`src/rtl/exception_sequencer.sv`:
```
// CP0 exception sequencer: arbitrates sync exceptions and interrupts,
// flushes, redirects to the handler and blocks re-entry until eret.
module exception_sequencer #(
  parameter int          FLUSH_CYCLES = 2,
  parameter logic [31:0] HANDLER_PC   = 32'h0040_0004
) (
  input  logic        clk,
  input  logic        rst,
  input  logic        stall,
  input  logic        exc_syscall,
  input  logic        exc_ov,
  input  logic        exc_ri,
  input  logic [31:0] exc_pc,
  input  logic [3:0]  irq,
  input  logic [3:0]  irq_mask,
  input  logic        is_eret,
  output logic        exp_en,
  output logic [2:0]  exp_src,
  output logic [31:0] epc_out,
  output logic        flush,
  output logic        redirect,
  output logic [31:0] redirect_pc,
  output logic        in_service,
  output logic [3:0]  pending,
  output logic        exc_dropped
);

  localparam int CW = (FLUSH_CYCLES < 2) ? 1 : $clog2(FLUSH_CYCLES + 1);

  typedef enum logic [2:0] {
    IDLE, TAKE, FLUSH, REDIRECT, SERVICE, RETURN
  } state_t;

  state_t      state_q, state_d;
  logic [CW-1:0] cnt_q, cnt_d;
  logic [3:0]  irq_q_q, irq_q_d;
  logic [3:0]  pending_q, pending_d;
  logic        exp_en_q, exp_en_d;
  logic [2:0]  exp_src_q, exp_src_d;
  logic [31:0] epc_q, epc_d;
  logic        flush_q, flush_d;
  logic        redirect_q, redirect_d;
  logic [31:0] rpc_q, rpc_d;
  logic        insvc_q, insvc_d;
  logic        drop_q, drop_d;

  logic [3:0]  irq_rise;
  logic [3:0]  cand;
  logic        sync_any;
  logic [2:0]  sel_code;

  assign irq_rise = irq & ~irq_q_q;
  assign cand     = pending_q & irq_mask;
  assign sync_any = exc_ri | exc_ov | exc_syscall;

  always_comb begin
    sel_code = 3'b000;
    if (exc_ri)           sel_code = 3'b011;
    else if (exc_ov)      sel_code = 3'b010;
    else if (exc_syscall) sel_code = 3'b001;
    else if (cand[0])     sel_code = 3'b100;
    else if (cand[1])     sel_code = 3'b101;
    else if (cand[2])     sel_code = 3'b110;
    else if (cand[3])     sel_code = 3'b111;
  end

  always_comb begin
    state_d    = state_q;
    cnt_d      = cnt_q;
    irq_q_d    = irq;
    pending_d  = pending_q | irq_rise;
    exp_en_d   = 1'b0;
    exp_src_d  = 3'b000;
    epc_d      = epc_q;
    flush_d    = 1'b0;
    redirect_d = 1'b0;
    rpc_d      = rpc_q;
    insvc_d    = 1'b0;
    drop_d     = 1'b0;
    unique case (state_q)
      IDLE: begin
        if (!stall && (sync_any || |cand)) begin
          state_d   = TAKE;
          exp_en_d  = 1'b1;
          exp_src_d = sel_code;
          epc_d     = exc_pc;
          flush_d   = 1'b1;
        end
      end
      TAKE: begin
        // a fresh edge on the taken line this cycle keeps its bit set
        if (exp_src_q[2])
          pending_d = (pending_q & ~(4'b0001 << exp_src_q[1:0])) | irq_rise;
        cnt_d   = CW'(FLUSH_CYCLES);
        state_d = FLUSH;
        flush_d = 1'b1;
      end
      FLUSH: begin
        cnt_d = cnt_q - 1'b1;
        if (cnt_q == CW'(1)) begin
          state_d    = REDIRECT;
          redirect_d = 1'b1;
          rpc_d      = HANDLER_PC;
        end else begin
          flush_d = 1'b1;
        end
      end
      REDIRECT: begin
        state_d = SERVICE;
        insvc_d = 1'b1;
      end
      SERVICE: begin
        insvc_d = 1'b1;
        drop_d  = sync_any;
        if (is_eret) begin
          state_d    = RETURN;
          flush_d    = 1'b1;
          redirect_d = 1'b1;
          rpc_d      = epc_q;
        end
      end
      RETURN: state_d = IDLE;
      default: state_d = IDLE;
    endcase
  end

  always_ff @(posedge clk) begin
    if (rst) begin
      state_q    <= IDLE;
      cnt_q      <= '0;
      irq_q_q    <= '0;
      pending_q  <= '0;
      exp_en_q   <= 1'b0;
      exp_src_q  <= '0;
      epc_q      <= '0;
      flush_q    <= 1'b0;
      redirect_q <= 1'b0;
      rpc_q      <= '0;
      insvc_q    <= 1'b0;
      drop_q     <= 1'b0;
    end else begin
      state_q    <= state_d;
      cnt_q      <= cnt_d;
      irq_q_q    <= irq_q_d;
      pending_q  <= pending_d;
      exp_en_q   <= exp_en_d;
      exp_src_q  <= exp_src_d;
      epc_q      <= epc_d;
      flush_q    <= flush_d;
      redirect_q <= redirect_d;
      rpc_q      <= rpc_d;
      insvc_q    <= insvc_d;
      drop_q     <= drop_d;
    end
  end

  assign exp_en      = exp_en_q;
  assign exp_src     = exp_src_q;
  assign epc_out     = epc_q;
  assign flush       = flush_q;
  assign redirect    = redirect_q;
  assign redirect_pc = rpc_q;
  assign in_service  = insvc_q;
  assign pending     = pending_q;
  assign exc_dropped = drop_q;

endmodule

```
`config.mk`:
```
export PLATFORM = sky130hd
export DESIGN_NAME = exception_sequencer
export DESIGN_NICKNAME = d
export VERILOG_FILES = /design/src/rtl/exception_sequencer.sv
export SDC_FILE = /design/constraint.sdc
export NUM_CORES = 1
export LEC_CHECK = 0
export BUFFER_PORTS_ARGS = -buffer_cell sky130_fd_sc_hd__buf_2
export CORE_ASPECT_RATIO = 0.6
export CORE_MARGIN = 4
export CORE_UTILIZATION = 49
export DETAILED_ROUTE_END_ITERATION = 12
export GPL_ROUTABILITY_DRIVEN = 1
export PLACE_DENSITY = 0.79
export RECOVER_POWER = 50
export SLEW_MARGIN = 0
export SYNTH_ARGS = -nofsm -noshare
export SYNTH_HDL_FRONTEND = slang
export SYNTH_SLANG_ARGS = --single-unit
```
`constraint.sdc`:
```
create_clock -name clk -period 1.9 [get_ports clk]
set_clock_uncertainty 0.15 [all_clocks]
set_input_delay 0.095 -clock clk [delete_from_list [all_inputs] [get_ports clk]]
set_output_delay 0.095 -clock clk [all_outputs]
set_load 0.01 [all_outputs]
```
# Yosys cells after proc, flatten, opt, wreduce, memory -nomap -nowiden
# Index checks and enable logic that the tools add are counted.
[op_classes]
add_sub_neg = 1
eq_ne = 8
shifts = 1
muxes = 24
bitwise_logic = 12
reduce_logical = 15
[ops]
columns = ["cell", "n"]
rows = [
  ["32-bit two-way mux", 2],
  ["32-bit one-hot mux with 2 select lines", 1],
  ["3-bit two-way mux", 7],
  ["3-bit one-hot mux with 5 select lines", 1],
  ["4-bit AND", 3],
  ["4-bit two-way mux", 2],
  ["4-bit NOT", 2],
  ["4-bit bitwise OR", 2],
  ["3-bit by 2-bit equality test with 1-bit output (second input constant)", 2],
  ["2-bit two-way mux", 3],
  ["2-bit inequality test (second input constant)", 3],
  ["3-bit AND reduction", 2],
  ["2-bit OR reduction", 3],
  ["6-bit OR reduction", 1],
  ["1-bit two-way mux", 5],
  ["1-bit one-hot mux with 4 select lines", 1],
  ["2-bit one-hot mux with 2 select lines", 1],
  ["2-bit nonzero test", 2],
  ["4-bit OR reduction", 1],
  ["1-bit by 2-bit left shift with 4-bit output (first input constant)", 1],
  ["3-bit by 1-bit equality test with 1-bit output (second input constant)", 1],
  ["3-bit equality test (second input constant)", 1],
  ["3-bit zero test", 1],
  ["1-bit NOT", 3],
  ["other kinds (9)", 10],
]
[word_totals]
ff_bits = 85
in_bits = 47
wordCells = 74

# Logic depth before layout (Yosys ltp)
# Gate-level depths: netlist (run 1).
[logic_depth]
word_depth = 8
mapped_depth = 7
depth_no_buf = 6

# Least setup slack after synthesis (run 1)
# Ideal clock, no wire load.
[synth_path]
path_kind = "reg-to-reg"
start = "register cnt_q[1]"
end = "register rpc_q[10], in the netlist redirect_pc[10]"
setup_ps = 70
arrival_ps = 1488
slack_ps = 192
path_stages_with_launch = 8
path_buffers = 1
cell_sequence = "dfxtp_1 > inv_1 > ha_1 > nor3b_1 > a2111o_1 > buf_2 > nand2_1 > a21oi_1"
[synth_via]
elab_chain_cells = 3
[synth_lines]
columns = ["item", "line_no", "source"]
rows = [
  ["start: declaration", "35", "logic [CW-1:0] cnt_q, cnt_d;"],
  ["start signal: assignment", "143", "cnt_q <= cnt_d;"],
  ["2-bit by 1-bit equality test with 1-bit output", "100", "if (cnt_q == CW'(1)) begin"],
  ["2-bit inequality test (no line)", "-", ""],
  ["3-bit AND reduction (no line)", "-", ""],
  ["end signal: assignment", "151", "rpc_q <= rpc_d;"],
  ["end: declaration", "43", "logic [31:0] rpc_q, rpc_d;"],
]
# Every way passes these cells.
# A chain may end at the register's enable or synchronous reset.

# Worst setup path after layout (run 1)
[layout_path]
start = "register cnt_q[1]"
end = "register rpc_q[22], in the netlist redirect_pc[22]"
# The elaborated chain is that of the path after synthesis.

==> results of run 1 <==
placed cells by master, fill, tap and decap left out, types with 15 or more instances in the layout:
cell / Yosys / routed
o21ai_0: 36 / 36
dlygate4sd3_1: 0 / 41
buf_2: 6 / 45
nand4b_1: 31 / 31
nand2_1: 34 / 34
buf_4: 1 / 15
dfxtp_1: 85 / 83
nand2b_1: 35 / 35
a21oi_1: 43 / 43
clkbuf_1: 24 / 77
nand3_1: 22 / 22
per-layer routing:
metal / part of all wire (%) / wire length (µm) / vias up / track usage [%]
met4: 1.5 / 163 / 0 / 8.91
met3: 7.5 / 785 / 20 / 6.96
met2: 48 / 5090 / 164 / 41.0
met5: 0 / 0 / - / 0
met1: 43 / 4490 / 1651 / 31.3
li1: - / - / 1682 / -
cell families (layout without fill, tap and decap cells):
kind of cell	count (synthesis)	in the layout	synth area share, %
buffers and inverters	40	203	5.51
AO/OA/AOI/OAI	95	95	15.9
AND/OR/NAND/NOR	163	163	28.8
XOR/XNOR	2	2	0.504
adder cells (fa/ha/maj)	1	1	0.360
flip-flops	85	85	49.0
stage by stage:
step                      hold slack, ps  std cells
after floorplan                     60.2        386
after global placement               168        581
after detailed placement             187        581
after CTS                           70.3        636
after global routing                 128        636
final                               82.3        636
layout make-up:
type / count / area (µm²)
repair buffers: 184 / 1130
multi-input cells: 261 / 1610
clock inverters: 4 / 50.0
well taps: 87 / 109
clock buffers: 10 / 239
inverters: 5 / 18.8
fillers: 527 / 1930
flip-flops and latches: 85 / 1710
power breakdown:
part	internal (mW)	total, mW	switching, mW	leakage (nW)
Sequential	1.93	2.07	0.138	0.695
Combinational	0.457	1.13	0.669	0.920
Clock	1.04	1.71	0.671	0.136
cell usage after synthesis:
| cell | count | area share, % |
|---|---|---|
| dfxtp_1 | 85 | 49 |
| a21oi_1 | 43 | 6.2 |
| o21ai_0 | 36 | 5.2 |
| nand2b_1 | 35 | 6.3 |
| nand2_1 | 34 | 3.7 |
| nand4b_1 | 31 | 7.8 |
| clkbuf_1 | 24 | 2.6 |
| nand3_1 | 22 | 3.2 |
| nand3_2 | 10 | 2.9 |
| nor2_1 | 10 | 1.1 |
| nor3_1 | 8 | 1.2 |
| buf_2 | 6 | 0.86 |
| inv_1 | 5 | 0.54 |
| buf_6 | 4 | 1.3 |
| nor2b_1 | 4 | 0.72 |
| a21o_1 | 3 | 0.65 |
| and2_1 | 3 | 0.54 |
| a211oi_1 | 2 | 0.43 |
| a22oi_1 | 2 | 0.43 |
| a311oi_1 | 2 | 0.50 |
| xnor2_1 | 2 | 0.50 |
| a2111o_1 | 1 | 0.32 |
| a2111oi_0 | 1 | 0.25 |
| a2111oi_4 | 1 | 0.79 |
| a211o_1 | 1 | 0.25 |
| a221oi_1 | 1 | 0.25 |
| a31oi_2 | 1 | 0.36 |
| a32o_1 | 1 | 0.29 |
| and4b_1 | 1 | 0.29 |
| buf_4 | 1 | 0.22 |
| ha_1 | 1 | 0.36 |
| nand3b_1 | 1 | 0.22 |
| nand4_1 | 1 | 0.18 |
| nor3_2 | 1 | 0.29 |
| nor3b_1 | 1 | 0.22 |
| or3b_2 | 1 | 0.25 |
worst max path at each step:
stage                      endpoint  slack [ps]  cells past startpoint
finish              redirect_pc[22]          70                      7
global route        redirect_pc[22]         -10                      7
CTS                 redirect_pc[22]          10                      5
detailed placement  redirect_pc[28]          -9                      7
global placement     redirect_pc[0]         100                      5
floorplan           redirect_pc[10]         190                      7
sequential cells by signal, summed over array words and instances (netlist names):
register	cells
cnt_q	2
epc_out	32
exc_dropped	1
exp_en	1
exp_src	3
flush	1
in_service	1
irq_q_q	4
pending	4
redirect	1
redirect_pc	32
state_q	3
worst reg2reg max path: stages, from the launching register on:
cell,delay (ps)
dfxtp_1,320
inv_1,100
ha_1,220
nor3b_4,70
a2111oi_4,350
buf_6,200
nor2_1,50
a311oi_1,270
what timing repair did:
item / CTS / global route
hold endpoints to repair: 48 / 0
gates resized for setup: 1 / 8
pin swaps: 0 / 1
hold buffers: 41 / 0
endpoints found under the setup margin: 2 / 24
==> run_results.csv, run 1 <==
group,metric,value,unit
yosys,yosysWarnings,0,
floorplan,die_width,117,µm
drt,firstDrtPassIters,5,
floorplan,initial_core_util,51.2,%
clock_tree,clk_latency,330,ps
global_route,grt_pass1_wl,16700,µm
yosys,synthCells,386,
yosys,synth-seq-cells,85,
critical_path,crit_arrival,1910,ps
critical_path,start_kind,"flop",
layout,synthToLayoutAreaGrowth,40.0,%
sta,final.setup.worst_slack,68.6,ps
worst_hold_path,hold_path_end,"exp_src[0]",
pwr,power_leakage,1.75,nW
clock_tree,cts_tree,"done",
critical_path,r2r_end,"redirect_pc[22]",
run_status,outcome,"complete, no violations",
critical_path,cp-startpoint,"cnt_q[1]",
drt,drt_iter0_drc,238,
clock_tree,cts_buffers,9,
critical_path,crit_type,"flop to flop",
yosys,yosysUniqueCellTypes,36,
sta,max_freq,0.546,GHz
yosys,syn_area,3480,µm²
floorplan,core-area,6790,µm²
pwr,power_density,1010,nW/µm²
global_route,first_global_vias,3443,
drt,viasPerCell,5.53,
clock_tree,cts_sinks,85,
pwr,ir_worst_vdd,0.460,mV
critical_path,critPathBufInv,2,
yosys,syn_nets,434,
yosys,synth.avg_cell_area,9.00,µm²
yosys,yosysSeqAreaShare,49.0,%
clock_tree,clockBufferDepth,2,
critical_path,r2r-start,"cnt_q[1]",
critical_path,cpMaxStageDelayCell,"a2111oi_4",
drt,ant_nets,0,
critical_path,crit_family,"compound AO/OA/AOI/OAI gates",
placement,gp_congestion,0.856,
floorplan,dieHeight,73.2,µm
layout,design_area,4860,µm²
global_route,grt_max_degree,66,
sta,slew_headroom,58.0,%
critical_path,r2r_setup_slack,70,ps
sta,worst_pin_slew,631,ps
worst_hold_path,min_path_cells,4,
global_route,grt_usage,24.8,%
placement,io_buffers,122,
sta,finalHoldViolCount,0,
critical_path,crit_path_end_kind,"flop",
placement,pre_cts_ws,-9.33,ps
worst_hold_path,min-delay-start,"irq_mask[1]",
critical_path,critical_path_required,1980,ps
sta,min_period_over_period,96.4,%
floorplan,die-area,8550,µm²
drt,drc,0,
layout,nNetsFinal,594,
floorplan,ios,123,
critical_path,reg2reg_depth,7,
critical_path,cp_slowest_stage_delay,350,ps
sta,setup_viol,0,
pwr,power.total,4.90,mW
critical_path,cp_max_fo,9,
placement,dp_hpwl,6550,µm
global_route,grt_antenna_before_repair,0,
drt,vias,3517,
global_route,overflow,0,
drt,avgRoutedWirePerCell,16.6,µm
layout,layout-drive-gt1-share,17.7,%
placement,placed_cell_area,4230,µm²
critical_path,worstPathCellList,"inv_1, ha_1, nor3b_4, a2111oi_4, buf_6, nor2_1, a311oi_1",
clock_tree,cts_root_buf,"clkbuf_16",
sta,maxSlewViolCount,0,
worst_hold_path,holdCritPathClass,"primary input to flop",
layout,final_core_util,71.6,%
clock_tree,h-tree-depth,3,
sta,period_needed,1830,ps
flow_run,drv_cap,0,
layout,diodes,0,
floorplan,core.rowCount,23,
clock_tree,clk_pin_slew,60,ps
sta,tns,0,ps
clock_tree,post-cts-setup-buffers,0,
drt,routed_wl,10500,µm
No activity file was read; power rests on OpenSTA's default activity.
==> run 2, diff against run 1 <==
- CAP_MARGIN: not set -> 20
- CORE_UTILIZATION: 49 -> 45
- PLACE_DENSITY: 0.79 -> 0.76
- clock period: 1.9 -> 1.6 ns (I/O delays scaled with it)
==> run 2 against run 1 <==
  * Flip-flop and latch count unchanged
  * Cell count up 6.8%
  * Via count up 5.6%
  * Sequential share of layout area down 3.5 points
  * Wire length up 12%
  * Register-to-register slack worse by 240 ps
  * Clock power up 36%
  * Non-clock buffer count up 25
  * Setup slack worse by 240 ps
  * Count of clock-buffer cells in the layout up 2
  * Design area up 12%
  * The run now ends with setup timing left
==> run_results.csv, run 2 (synthesis gave the netlist of run 1 again) <==
group,metric,value,unit
run_status,violations,"setup timing",
sta,maxSlewViolCount,0,
sta,hold_ws,60.6,ps
clock_tree,cts_tree,"done",
worst_hold_path,holdCritPathClass,"primary input to flop",
clock_tree,clk_pin_slew,60,ps
pwr,power.total,6.62,mW
global_route,overflow,0,
clock_tree,cts_root_buf,"clkbuf_16",
clock_tree,clk_latency,340,ps
sta,final.setup.worst_slack,-171,ps
drt,vias,3715,
floorplan,die_width,121,µm
drt,drc,0,
drt,wl_met3,1010,µm
sta,slew_headroom,79.6,%
critical_path,crit_type,"flop to flop",
floorplan,initial_core_util,47.1,%
drt,wl_met1,4900,µm
drt,top_layer_used,"met4",
sta,setup_viol,44,
drt,ant_nets,0,
flow_run,drv_cap,0,
critical_path,cpMaxStageDelayCell,"dfxtp_2",
layout,diodes,0,
global_route,grt_max_degree,67,
critical_path,cp_max_fo,11,
sta,period_needed,1770,ps
layout,nNetsFinal,619,
global_route,grt_usage,24.2,%
placement,dp_hpwl,7130,µm
critical_path,crit_arrival,1900,ps
placement,gp_congestion,0.868,
pwr,power_density,1220,nW/µm²
drt,avgRoutedWirePerCell,17.4,µm
pwr,power_leakage,2.04,nW
floorplan,dieHeight,76.1,µm
critical_path,critPathBufInv,3,
clock_tree,h-tree-depth,3,
global_route,grt_pass1_wl,17900,µm
drt,firstDrtPassIters,5,
critical_path,crit_path_end_kind,"flop",
critical_path,cp_slowest_stage_delay,330,ps
sta,finalHoldViolCount,0,
critical_path,worstPathCellList,"inv_2, ha_4, nor3b_4, a2111o_1, buf_6, buf_8, nand2_1, a21oi_2",
clock_tree,cts_sinks,85,
clock_tree,clockBufferDepth,2,
layout,fill_cells,560,
floorplan,die-area,9240,µm²
layout,layout-drive-gt1-share,31.0,%
drt,routed_wl,11800,µm
global_route,grt_antenna_before_repair,0,
layout,synthToLayoutAreaGrowth,56.1,%
critical_path,crit_family,"simple AND/OR/NAND/NOR gates",
sta,min_period_over_period,111,%
pwr,ir_worst_vdd,0.554,mV
floorplan,core.rowCount,24,
run_status,outcome,"complete, but fails checks",
critical_path,critical_path_required,1730,ps
placement,io_buffers,122,
layout,final_core_util,73.4,%
layout,final_common_cell,"dfxtp_1",
drt,viasPerCell,5.47,
drt,route.met2.wl,5550,µm
drt,drt_iter0_drc,346,
layout,layout.cells.most_common_list,"80 x dfxtp_1, 66 x buf_2, 55 x clkbuf_1",
floorplan,ios,123,
sta,max_freq,0.565,GHz
clock_tree,cts_buffers,9,
global_route,first_global_vias,3495,
floorplan,core-area,7390,µm²
sta,worst_pin_slew,306,ps
critical_path,start_kind,"flop",
sta,rsz0062_at_grt,"yes",
[run 2: cell types whose count changed in the layout (fill, tap and decap cells not counted), sizes merged]
cell and delta:
buf +47, bufinv +1, clkbuf -20, clkinv -1, clkinvlp -1
[run 2: layout make-up]
cell class	instances	area [µm²]	area share, %
sequential	85	1710	31.6
clock inverter	3	67.6	1.25
clock buffer	12	267	4.91
multi-input combinational	261	1780	32.7
tap	104	130	2.40
timing repair buffer	209	1450	26.8
inverter	5	18.8	0.346
[run 2: repair_timing]
action	in CTS	in global routing
pin swaps	5	15
cloned	1	2
hold endpoints to repair	48	0
buffers inserted	5	8
setup endpoints to repair	69	73
hold buffers	41	0
resized for setup	26	60
[run 2: worst paths after layout]
| kind | start | end | slack [ps] | cells after the start |
|---|---|---|---|---|
| max | cnt_q[1] | redirect_pc[10] | -170 | 8 |
| min | irq_mask[1] | exp_src[0] | 60 | 4 |
| max reg2reg | cnt_q[1] | redirect_pc[10] | -170 | 8 |
| min reg2reg | redirect_pc[3] | redirect_pc[3] | 300 | 2 |
[run 2: metrics by stage]
stage | cells | cell area (µm²) | setup WS, ps | setup TNS, ps
floorplan | 386 | 3520 | 2.78 | 0
global route | 679 | 5430 | -227 | -9030
finish | 679 | 5430 | -171 | -3290
detailed placement | 607 | 4380 | -140 | -4440
CTS | 669 | 5250 | -31.1 | -185
global placement | 607 | 4380 | -77.9 | -2170
[run 2: tightest hold or removal path: cells and delay by family]
family          cells  cell delay [ps]
compound gates      2              210
buf+inv             1              100
simple gates        1              110
[run 2: layer usage]
layer  vias to the layer above  GRT usage [%]
li1                       1730              -
met1                      1778           31.2
met2                       176           38.1
met3                        31           8.38
met4                         0           7.83
met5                         -              0
[run 2: power breakdown]
group          switching, mW  internal, mW  leakage (nW)
clock                  0.835          1.49         0.161
combinational          0.970         0.866          1.18
sequential             0.169          2.30         0.696
==> run 3, diff against run 2 <==
- CORE_UTILIZATION: 45 -> 41
- CTS_CLUSTER_DIAMETER: not set -> 30
- PLACE_DENSITY: 0.76 -> 0.7
==> run 3 against run 2 <==
  * The flow still finishes with violations (setup timing)
  * Total power shrank 1.0%
  * Sequential share of layout area shrank 1.2 points
  * Setup slack gained 40 ps
  * Count of clock-buffer cells in the layout is the same
  * Sequential power is essentially flat
  * Cell count grew 1.5%
  * Critical path depth is the same
  * Die area grew 8.9%
  * Global-route usage shrank 2.3 points
  * Non-clock buffer count grew 6
==> run_results.csv, run 3 (synthesis gave the netlist of run 1 again) <==
group,metric,value,unit
worst_hold_path,hold_path_end,"exp_src[0]",
floorplan,die-area,10100,µm²
critical_path,start_kind,"flop",
critical_path,crit_type,"flop to flop",
drt,avgRoutedWirePerCell,17.3,µm
sta,worst_pin_slew,371,ps
clock_tree,cts_sinks,85,
pwr,p_seq_share,37.7,%
drt,firstDrtPassIters,5,
layout,nNetsFinal,625,
critical_path,reg2reg_depth,8,
global_route,grt_max_degree,70,
drt,routed_wl,11900,µm
layout,multi_input_area,1880,µm²
global_route,grt_most_used_layer,"met2",
global_route,grt_usage,21.9,%
worst_hold_path,min_path_cells,3,
drt,ant_nets,0,
floorplan,ios,123,
layout,diodes,0,
clock_tree,cts_root_buf,"clkbuf_16",
run_status,violations,"setup timing",
clock_tree,cts_tree,"done",
critical_path,r2r_end,"redirect_pc[25]",
run_status,outcome,"complete, but fails checks",
floorplan,dieHeight,79.3,µm
placement,dp_hpwl,6930,µm
placement,io_buffers,122,
layout,layout-drive-gt1-share,40.1,%
clock_tree,h-tree-depth,3,
sta,final.setup.worst_slack,-131,ps
placement,gp_congestion,0.806,
floorplan,core-area,8070,µm²
pwr,ir_worst_vdd,0.591,mV
floorplan,core.rowCount,25,
drt,viasPerCell,5.25,
flow_run,drv_cap,0,
pwr,power.share.clock,30.1,%
global_route,overflow,0,
sta,rsz0062_at_grt,"yes",
global_route,met2_usage,35.1,%
global_route,grt_pass1_wl,17700,µm
critical_path,r2r_setup_slack,-130,ps
drt,drt_iter0_drc,191,
global_route,first_global_vias,3455,
pwr,p_int,4.53,mW
global_route,globalRouteMet3Util,7.26,%
sta,setup_viol,56,
critical_path,cp_max_fo,6,
sta,min_period_over_period,108,%
clock_tree,clk_pin_slew,60,ps
layout,final_common_cell,"dfxtp_1",
sta,period_needed,1730,ps
placement,placed_cell_area,4390,µm²
layout,layout.cells.most_common_list,"79 x dfxtp_1, 78 x buf_2, 43 x clkbuf_1",
clock_tree,clockBufferDepth,2,
drt,drc,0,
layout,design_area,5650,µm²
worst_hold_path,holdCritPathClass,"primary input to flop",
layout,fill_cells,614,
global_route,grt_antenna_before_repair,0,
global_route,use_met1,28.3,%
sta,tns,-3780,ps
pwr,power_density,1160,nW/µm²
pwr,netSwitchingPower,2.02,mW
worst_hold_path,min-delay-start,"exc_ri",
critical_path,critical_path_required,1710,ps
sta,finalHoldViolCount,0,
clock_tree,cts_buffers,9,
sta,maxSlewViolCount,0,
critical_path,crit_path_end_kind,"flop",
floorplan,die_width,127,µm
sta,max_freq,0.578,GHz
pwr,swShare,30.9,%
layout,synthToLayoutAreaGrowth,62.6,%
layout,seqCellArea,1710,µm²
critical_path,r2r-start,"cnt_q[1]",
drt,vias,3614,
clock_tree,clk_latency,340,ps
pwr,power_leakage,2.19,nW
pwr,p_comb_share,32.2,%
floorplan,initial_core_util,43.1,%
critical_path,crit_arrival,1840,ps
sta,slew_headroom,75.3,%
-- run 3: cell types whose count changed in the layout (fill, tap and decap cells not counted), moves of 6 or more --
cell      change
nand2_1       -9
a21oi_2       +6
clkbuf_1     -12
o21ai_1      -12
buf_6         +8
o21ai_0      -14
nand2_2       +8
buf_4         -7
a21oi_1       -6
buf_2        +12
o21ai_2      +26
-- run 3: worst max path at each step --
stage / from / endpoint / slack (ps) / cells after the start
finish: cnt_q[1] / redirect_pc[25] / -130 / 8
global route: cnt_q[1] / redirect_pc[7] / -200 / 8
CTS: cnt_q[1] / redirect_pc[28] / -60 / 8
detailed placement: state_q[1] / redirect_pc[1] / -150 / 5
global placement: state_q[1] / redirect_pc[30] / -60 / 5
floorplan: pending[0] / epc_out[14] / 3 / 5
-- run 3: metal layers --
layer  wire [µm]  share of wire [%]  vias to the layer above
met5           0                  0                        -
met4         168                1.4                        0
met3         798                6.7                       21
met2        5630                 47                      115
met1        5300                 45                     1733
li1            -                  -                     1745
-- run 3: final cells by class --
type / count / area share (%)
clock inverter: 3 / 0.354
sequential: 85 / 30.3
inverter: 5 / 0.332
timing repair buffer: 215 / 28.5
clock buffer: 12 / 4.72
multi-input combinational: 261 / 33.3
tap: 108 / 2.39
-- run 3: stage by stage --
step | std cells | utilization [%] | setup slack [ps] | hold slack, ps | power [mW]
floorplan | 386 | - | 2.78 | 45.1 | 3.24
global placement | 611 | 54.4 | -63.7 | 154 | 3.85
detailed placement | 611 | 54.4 | -149 | 165 | 3.88
CTS | 681 | 66.0 | -60.4 | 35.3 | 6.17
global route | 689 | 70.0 | -197 | 63.4 | 6.82
finish | 689 | 70.0 | -131 | 47.6 | 6.55
-- run 3: worst max-delay path, stage by stage (launching register included) --
cell	delay (ps)
dfxtp_2	340
inv_2	50
ha_4	160
nor3b_4	290
a2111o_1	200
buf_6	150
buf_6	140
nand2_1	60
a21oi_1	120
-- run 3: what timing repair did --
action,in CTS,in global routing
buffers inserted,8,5
cloned,4,5
setup endpoints to repair,40,74
hold buffers,43,0
pin swaps,24,38
gates resized for setup,44,97
hold endpoints to repair,48,0
-- run 3: power groups by stage --
stage,Combinational (mW),Sequential (mW),Clock (mW)
2_1_floorplan,0.716,2.53,0
3_3_place_gp,1.37,2.48,0
4_1_cts,1.71,2.46,2.01
6_report,2.11,2.47,1.97
3_5_place_dp,1.39,2.49,0
5_1_grt,2.24,2.49,2.08
